## config.mk

```make
export PLATFORM = sky130hd
export DESIGN_NAME = write_sector_ctrl
export DESIGN_NICKNAME = d
export VERILOG_FILES = /design/src/rtl/ae_mem_pkg.sv /design/src/rtl/sector_onehot_dec.sv /design/src/rtl/write_sector_ctrl.sv
export SDC_FILE = /design/constraint.sdc
export NUM_CORES = 1
export LEC_CHECK = 0
export CORE_MARGIN = 2
export CORE_UTILIZATION = 53
export CTS_BUF_LIST = sky130_fd_sc_hd__clkbuf_4
export CTS_CLUSTER_DIAMETER = 60
export DETAILED_ROUTE_END_ITERATION = 6
export MAX_ROUTING_LAYER = met4
export PLACE_DENSITY = 0.92
export SLEW_MARGIN = 20
export SYNTH_ARGS = -nofsm -noshare
export SYNTH_HDL_FRONTEND = slang
export SYNTH_SLANG_ARGS = --single-unit
```

## constraint.sdc

```tcl
create_clock -name clk -period 3.7 [get_ports clk]
set_clock_uncertainty 0.15 [all_clocks]
set_input_delay 0.74 -clock clk [delete_from_list [all_inputs] [get_ports clk]]
set_output_delay 0.74 -clock clk [all_outputs]
set_load 0.01 [all_outputs]
```

## src/rtl/ae_mem_pkg.sv

```systemverilog
// Shared definitions for the autoencoder sectored memory control path.
package ae_mem_pkg;

  localparam int DEF_N_SECTORS = 16;
  localparam int DEF_LEN_W     = 4;
  localparam int DEF_CNT_W     = 8;
  localparam int DEF_SEL_W     = $clog2(DEF_N_SECTORS);

  // Sector index for the default memory geometry.
  typedef logic [DEF_SEL_W-1:0] sector_t;

  // Write sequencer states.
  typedef enum logic {
    IDLE  = 1'b0,
    BURST = 1'b1
  } wsc_state_e;

endpackage

```

## src/rtl/sector_onehot_dec.sv

```systemverilog
// Combinational sector index to one-hot decoder. Indices at or beyond
// N_SECTORS, or a low valid, produce an all-zero output.
module sector_onehot_dec #(
  parameter int N_SECTORS = 16,
  parameter int SEL_W     = $clog2(N_SECTORS)
) (
  input  logic [SEL_W-1:0]     idx,
  input  logic                 vld,
  output logic [N_SECTORS-1:0] onehot
);

  // Compare against every legal index so out-of-range values decode to zero.
  always_comb begin
    onehot = '0;
    for (int i = 0; i < N_SECTORS; i++) begin
      if (vld && (idx == SEL_W'(i))) begin
        onehot[i] = 1'b1;
      end
    end
  end

endmodule

```

## src/rtl/write_sector_ctrl.sv

```systemverilog
// Protection-aware sequenced write-enable generator for the sectored
// weight/activation memory. One sector per cycle, wrapping at the top,
// with locked sectors suppressed and counted as violations.
module write_sector_ctrl
  import ae_mem_pkg::*;
#(
  parameter int N_SECTORS = DEF_N_SECTORS,
  parameter int SEL_W     = $clog2(N_SECTORS),
  parameter int LEN_W     = DEF_LEN_W,
  parameter int CNT_W     = DEF_CNT_W
) (
  input  logic                 clk,
  input  logic                 rst_n,
  input  logic                 en_write,
  input  logic                 req_valid,
  output logic                 req_ready,
  input  logic [SEL_W-1:0]     req_sector,
  input  logic [LEN_W-1:0]     req_len,
  input  logic                 lock_we,
  input  logic [N_SECTORS-1:0] lock_mask_in,
  output logic [N_SECTORS-1:0] lock_mask,
  output logic [N_SECTORS-1:0] enable_write,
  output logic                 busy,
  output logic                 done,
  output logic                 viol,
  output logic [CNT_W-1:0]     viol_cnt,
  output logic                 abort
);

  wsc_state_e           state_q, state_d;
  logic [SEL_W-1:0]     cur_q, cur_d;
  logic [LEN_W-1:0]     rem_q, rem_d;
  logic [N_SECTORS-1:0] lock_mask_q, lock_mask_d;
  logic [N_SECTORS-1:0] enable_write_q, enable_write_d;
  logic                 done_q, done_d;
  logic                 viol_q, viol_d;
  logic                 abort_q, abort_d;
  logic [CNT_W-1:0]     viol_cnt_q, viol_cnt_d;

  logic [SEL_W-1:0]     beat_sel;
  logic [N_SECTORS-1:0] beat_dec;
  logic [N_SECTORS-1:0] beat_oh;
  logic                 beat_locked;
  logic                 start_ok;

  // Explicit wrap compare so non-power-of-two sector counts wrap correctly.
  function automatic logic [SEL_W-1:0] next_sector(input logic [SEL_W-1:0] s);
    return (s == SEL_W'(N_SECTORS - 1)) ? '0 : s + 1'b1;
  endfunction

  // The beat being registered this edge comes from the request when idle,
  // otherwise from the running sector pointer.
  assign beat_sel  = (state_q == IDLE) ? req_sector : cur_q;
  assign start_ok  = ({1'b0, req_sector} < (SEL_W + 1)'(N_SECTORS));
  assign req_ready = (state_q == IDLE) && en_write;

  sector_onehot_dec #(
    .N_SECTORS (N_SECTORS),
    .SEL_W     (SEL_W)
  ) u_dec (
    .idx    (beat_sel),
    .vld    (1'b1),
    .onehot (beat_dec)
  );

  // A beat is locked when its decoded sector overlaps the current mask;
  // the mask used is the one held before any same-edge load.
  assign beat_locked = |(beat_dec & lock_mask_q);
  assign beat_oh     = beat_locked ? '0 : beat_dec;

  // Next-state and registered-output computation; outputs default to idle.
  always_comb begin
    state_d        = state_q;
    cur_d          = cur_q;
    rem_d          = rem_q;
    enable_write_d = '0;
    done_d         = 1'b0;
    viol_d         = 1'b0;
    abort_d        = 1'b0;
    lock_mask_d    = lock_we ? lock_mask_in : lock_mask_q;

    unique case (state_q)
      IDLE: begin
        if (req_valid && req_ready) begin
          if (start_ok) begin
            state_d        = BURST;
            enable_write_d = beat_oh;
            viol_d         = beat_locked;
            done_d         = (req_len == '0);
            cur_d          = next_sector(req_sector);
            rem_d          = req_len;
          end else begin
            viol_d = 1'b1;
          end
        end
      end
      BURST: begin
        if (rem_q == '0) begin
          // The last beat is on display; a completed burst is never aborted.
          state_d = IDLE;
        end else if (!en_write) begin
          state_d = IDLE;
          abort_d = 1'b1;
        end else begin
          enable_write_d = beat_oh;
          viol_d         = beat_locked;
          done_d         = (rem_q == LEN_W'(1));
          rem_d          = rem_q - 1'b1;
          cur_d          = next_sector(cur_q);
        end
      end
      default: state_d = IDLE;
    endcase

    viol_cnt_d = (viol_d && (viol_cnt_q != '1)) ? viol_cnt_q + 1'b1 : viol_cnt_q;
  end

  // State and output registers with asynchronous clear.
  always_ff @(posedge clk or negedge rst_n) begin
    if (!rst_n) begin
      state_q        <= IDLE;
      cur_q          <= '0;
      rem_q          <= '0;
      lock_mask_q    <= '0;
      enable_write_q <= '0;
      done_q         <= 1'b0;
      viol_q         <= 1'b0;
      abort_q        <= 1'b0;
      viol_cnt_q     <= '0;
    end else begin
      state_q        <= state_d;
      cur_q          <= cur_d;
      rem_q          <= rem_d;
      lock_mask_q    <= lock_mask_d;
      enable_write_q <= enable_write_d;
      done_q         <= done_d;
      viol_q         <= viol_d;
      abort_q        <= abort_d;
      viol_cnt_q     <= viol_cnt_d;
    end
  end

  assign lock_mask    = lock_mask_q;
  assign enable_write = enable_write_q;
  assign busy         = (state_q == BURST);
  assign done         = done_q;
  assign viol         = viol_q;
  assign abort        = abort_q;
  assign viol_cnt     = viol_cnt_q;

endmodule

```

==> summary.txt <==
Detailed routing
  – Number of remaining DRC errors: 0
  – Iter 0 DRT Violations: roughly 220
  – Final routed wirelength across all metal layers: 5540 µm
  – Via density per instance: 5.79
  – Final antenna-violating net count: 0
  – WL/cell: 15.4 µm
  – Detailed Routing Iterations Pass 1: 4
  – Routed vias: 2091

Synth
  – EDFF count, synth: 0
  – Synthesized cell area: 0.00254 mm²
  – Largest cells by area after synthesis: dfrtp_1 (51%), mux2_2 (7.1%), nor2_1 (3.5%)
  – Most used flip-flop cell after synthesis: dfrtp_1
  – Mean instance size in the synthesized netlist: 11.0 µm²
  – Post-synthesis cell type with the largest combined area: dfrtp_1
  – Portion of synthesized cell area occupied by the leading cell type: 51.2%
  – Yosys cell types: 48
  – Total nets after synthesis: roughly 270
  – Ys async rst share: 100%
  – Cells after synthesis: approximately 230
  – Synthesis warning total: 0
  – Seq cells post-synth: 52
  – Post-synthesis sequential area ratio: 51.2%

Status
  – Outcome: complete, no violations

Critical path
  – Maximum fanout along the worst path: 27
  – Required time at the endpoint of the critical path: roughly 2800 ps
  – Count of cell instances traversed by the critical path: 2
  – Critical path cell sequence: buf_4 > clkdlybuf4s50_1
  – Setup crit end kind: output pin
  – Path depth of the worst reg2reg path: 6
  – Max incr delay on CP: between 800 and 900 ps
  – Library cell contributing the largest single delay on the critical path: dfrtp_1
  – Buffers and inverters on the worst path: 2
  – Arrival time at the worst endpoint: 2120 ps
  – Crit start category: register
  – Type of the setup path with the least slack: register to output pin
  – Critical path's top delay family: buffers and inverters

Clock network
  – Clock tree from TritonCTS: done
  – Root Driver: clkbuf_4
  – # resized after CTS: 0
  – Cts bufs inserted: 5
  – Hold buffer count at cts: 0
  – Clock transition at the registers of the reported paths: 150 ps
  – Deepest level of the CTS H-tree: 2
  – Clk buf depth: 2
  – Clock insertion delay at the later pin of the skew report: 380 ps
  – Sink count of the clock tree: 52
  – Number of setup buffers added after CTS: 0

GRT
  – Via count of the first global-routing pass: 1946
  – Residual overflow from global routing: 0
  – GRT Overall Usage: roughly 23%
  – First-pass GRT wire length: approximately 9100 µm
  – Initial antenna violation count: 0
  – Maximum number of pins on one net before global-route repair: 53

Floorplanning
  – IO Pins: between 70 and 80
  – Core Rows: 25
  – Height of the die: about 73 µm
  – Placeable core region: 0.00466 mm²
  – Die area: approximately 0.0054 mm²
  – Die extent in x: 73.2 µm
  – Initial standard-cell utilization of the core: between 50% and 60%

Power and ir drop
  – Total power draw: 1.44 mW
  – Leakage power summed over all cells: 1.40 nW
  – Pwr/cell area: 427 mW/mm²
  – Sequential share of power: 51.3%
  – Internal power: around 0.96 mW
  – Switching pwr: between 0.4 and 0.5 mW
  – Net switching share of the total power: 33.6%
  – Combinational Power Share: 31.1%
  – Clock network power share: 17.6%
  – Largest voltage drop on the vdd net: 0.241 mV

Placement
  – Detailed placement HPWL: 4050 µm
  – Area of placed instances: 0.00331 mm²
  – Placer's final routability congestion estimate: ~0.93
  – IO buf count: 73

STA
  – Clock period minus worst slack: roughly 3000 ps
  – Count of endpoints failing setup in the final report: 0
  – Final setup TNS: 0 ps
  – Count of final hold-check violations: 0
  – Number of pins with negative max-slew slack in the final report: 0
  – Peak Freq: 333 MHz
  – Measured slew at the worst slew-check pin: 768 ps
  – Hold Slack: 204 ps
  – Final Cycle Share: about four fifths
  – Unrepaired setup endpoints after global routing: no
  – Worst slew margin relative to its limit: 48.8%

Worst hold path
  – Path class of the lowest-slack min-delay path: primary input to async pin

Final layout
  – Post-layout utilization of the core: 72.2%
  – Layout net count: between 300 and 400
  – Fin area: approximately 0.0034 mm²
  – Inserted Diodes: 0
  – Share of post-route cells with drive strength above 1: 14.7%
  – Syn-to-layout area delta: 32.4%

Flow run
  – Max Cap Viol: 0
[final timing paths]
| path | from | slack, ps | to |
|---|---|---|---|
| min in group clk | viol_cnt[5] | 380 | viol_cnt[5] |
| hold / removal | rst_n | 200 | abort |
| max in group asynchronous | rst_n | 2760 | rem_q[3] |
| setup / recovery | busy | 690 | busy |
| setup reg to reg | busy | 840 | viol_cnt[1] |
| hold reg to reg | viol_cnt[5] | 380 | viol_cnt[5] |
[synthesized netlist by cell type (2+ instances only)]
cell / n
a211oi_1: 2
a21bo_2: 3
a21oi_1: 10
a31oi_1: 7
a41o_1: 3
and3_1: 2
and4b_2: 3
buf_6: 2
clkbuf_1: 6
dfrtp_1: 52
ha_1: 5
inv_1: 10
mux2_2: 16
mux2i_1: 3
nand2_1: 7
nand3_1: 10
nand3_2: 2
nand3b_1: 2
nand4_1: 5
nor2_1: 24
nor2b_1: 3
nor3_1: 5
nor3b_1: 2
nor3b_2: 2
o211ai_1: 2
o21a_1: 2
o21ai_0: 15
or3_1: 2
xnor2_1: 6
[area by class of cell]
| class | instances | area, µm² |
|---|---|---|
| Clock buffer | 5 | 37.5 |
| Sequential cell | 52 | 1300 |
| Timing Repair Buffer | 77 | 758 |
| Inverter | 10 | 37.5 |
| Multi-Input combinational cell | 160 | 1140 |
| Tap cell | 54 | 67.6 |
| Fill cell | 332 | 1290 |
| Clock inverter | 3 | 18.8 |
[logic make-up (layout without fill, tap and decap cells)]
logic type	count (synthesis)	count (layout)	synth area share [%]
flip-flops	52	52	51.2
AND/OR/NAND/NOR	75	75	16.6
adder cells (fa/ha/maj)	5	5	2.46
buffers and inverters	20	95	3.74
XOR/XNOR	7	7	2.41
AO/OA/AOI/OAI	53	53	14.7
multiplexers	20	20	8.86
[per-stage QoR]
stage | cells | worst slack [ps]
finish | 361 | 693
global route | 361 | 555
CTS | 361 | 691
detailed placement | 353 | 441
global placement | 353 | 575
floorplan | 232 | 1160
[power groups by stage]
stage	clock network, mW	registers [mW]	logic, mW
2_1_floorplan	0	0.744	0.242
3_3_place_gp	0	0.745	0.435
3_5_place_dp	0	0.747	0.448
4_1_cts	0.262	0.737	0.450
5_1_grt	0.285	0.753	0.493
6_report	0.254	0.738	0.447
[sequential cells by signal, summed over array words and instances, names as in the netlist]
signal / count
busy: 1
viol_cnt: 8
abort: 1
done: 1
lock_mask: 16
rem_q: 4
enable_write: 16
viol: 1
cur_q: 4
[cells in the final DEF (no fill, tap or decap), drive strengths merged, types with 4 or more instances in the layout]
| master | synthesis | final |
|---|---|---|
| ha | 5 | 5 |
| clkbuf | 7 | 5 |
| a31oi | 7 | 7 |
| nor3b | 4 | 4 |
| xnor2 | 6 | 6 |
| nand3 | 12 | 12 |
| o21ai | 15 | 15 |
| inv | 10 | 10 |
| clkdlybuf4s50 | 0 | 72 |
| mux2 | 17 | 17 |
| nor2 | 24 | 24 |
| nand4 | 5 | 5 |
| a21oi | 10 | 10 |
| nand2 | 7 | 7 |
| nor3 | 5 | 5 |
| dfrtp | 52 | 52 |
| buf | 3 | 5 |
[metal layers]
| layer | GRT usage [%] | vias to the layer above | wire length, µm |
|---|---|---|---|
| li1 | - | 993 | - |
| met1 | 31.0 | 1012 | 2470 |
| met2 | 34.7 | 78 | 2690 |
| met3 | 4.01 | 8 | 309 |
| met4 | 10.3 | 0 | 68 |
| met5 | - | - | 0 |
Note: power is estimated with default switching activity, not from simulation.
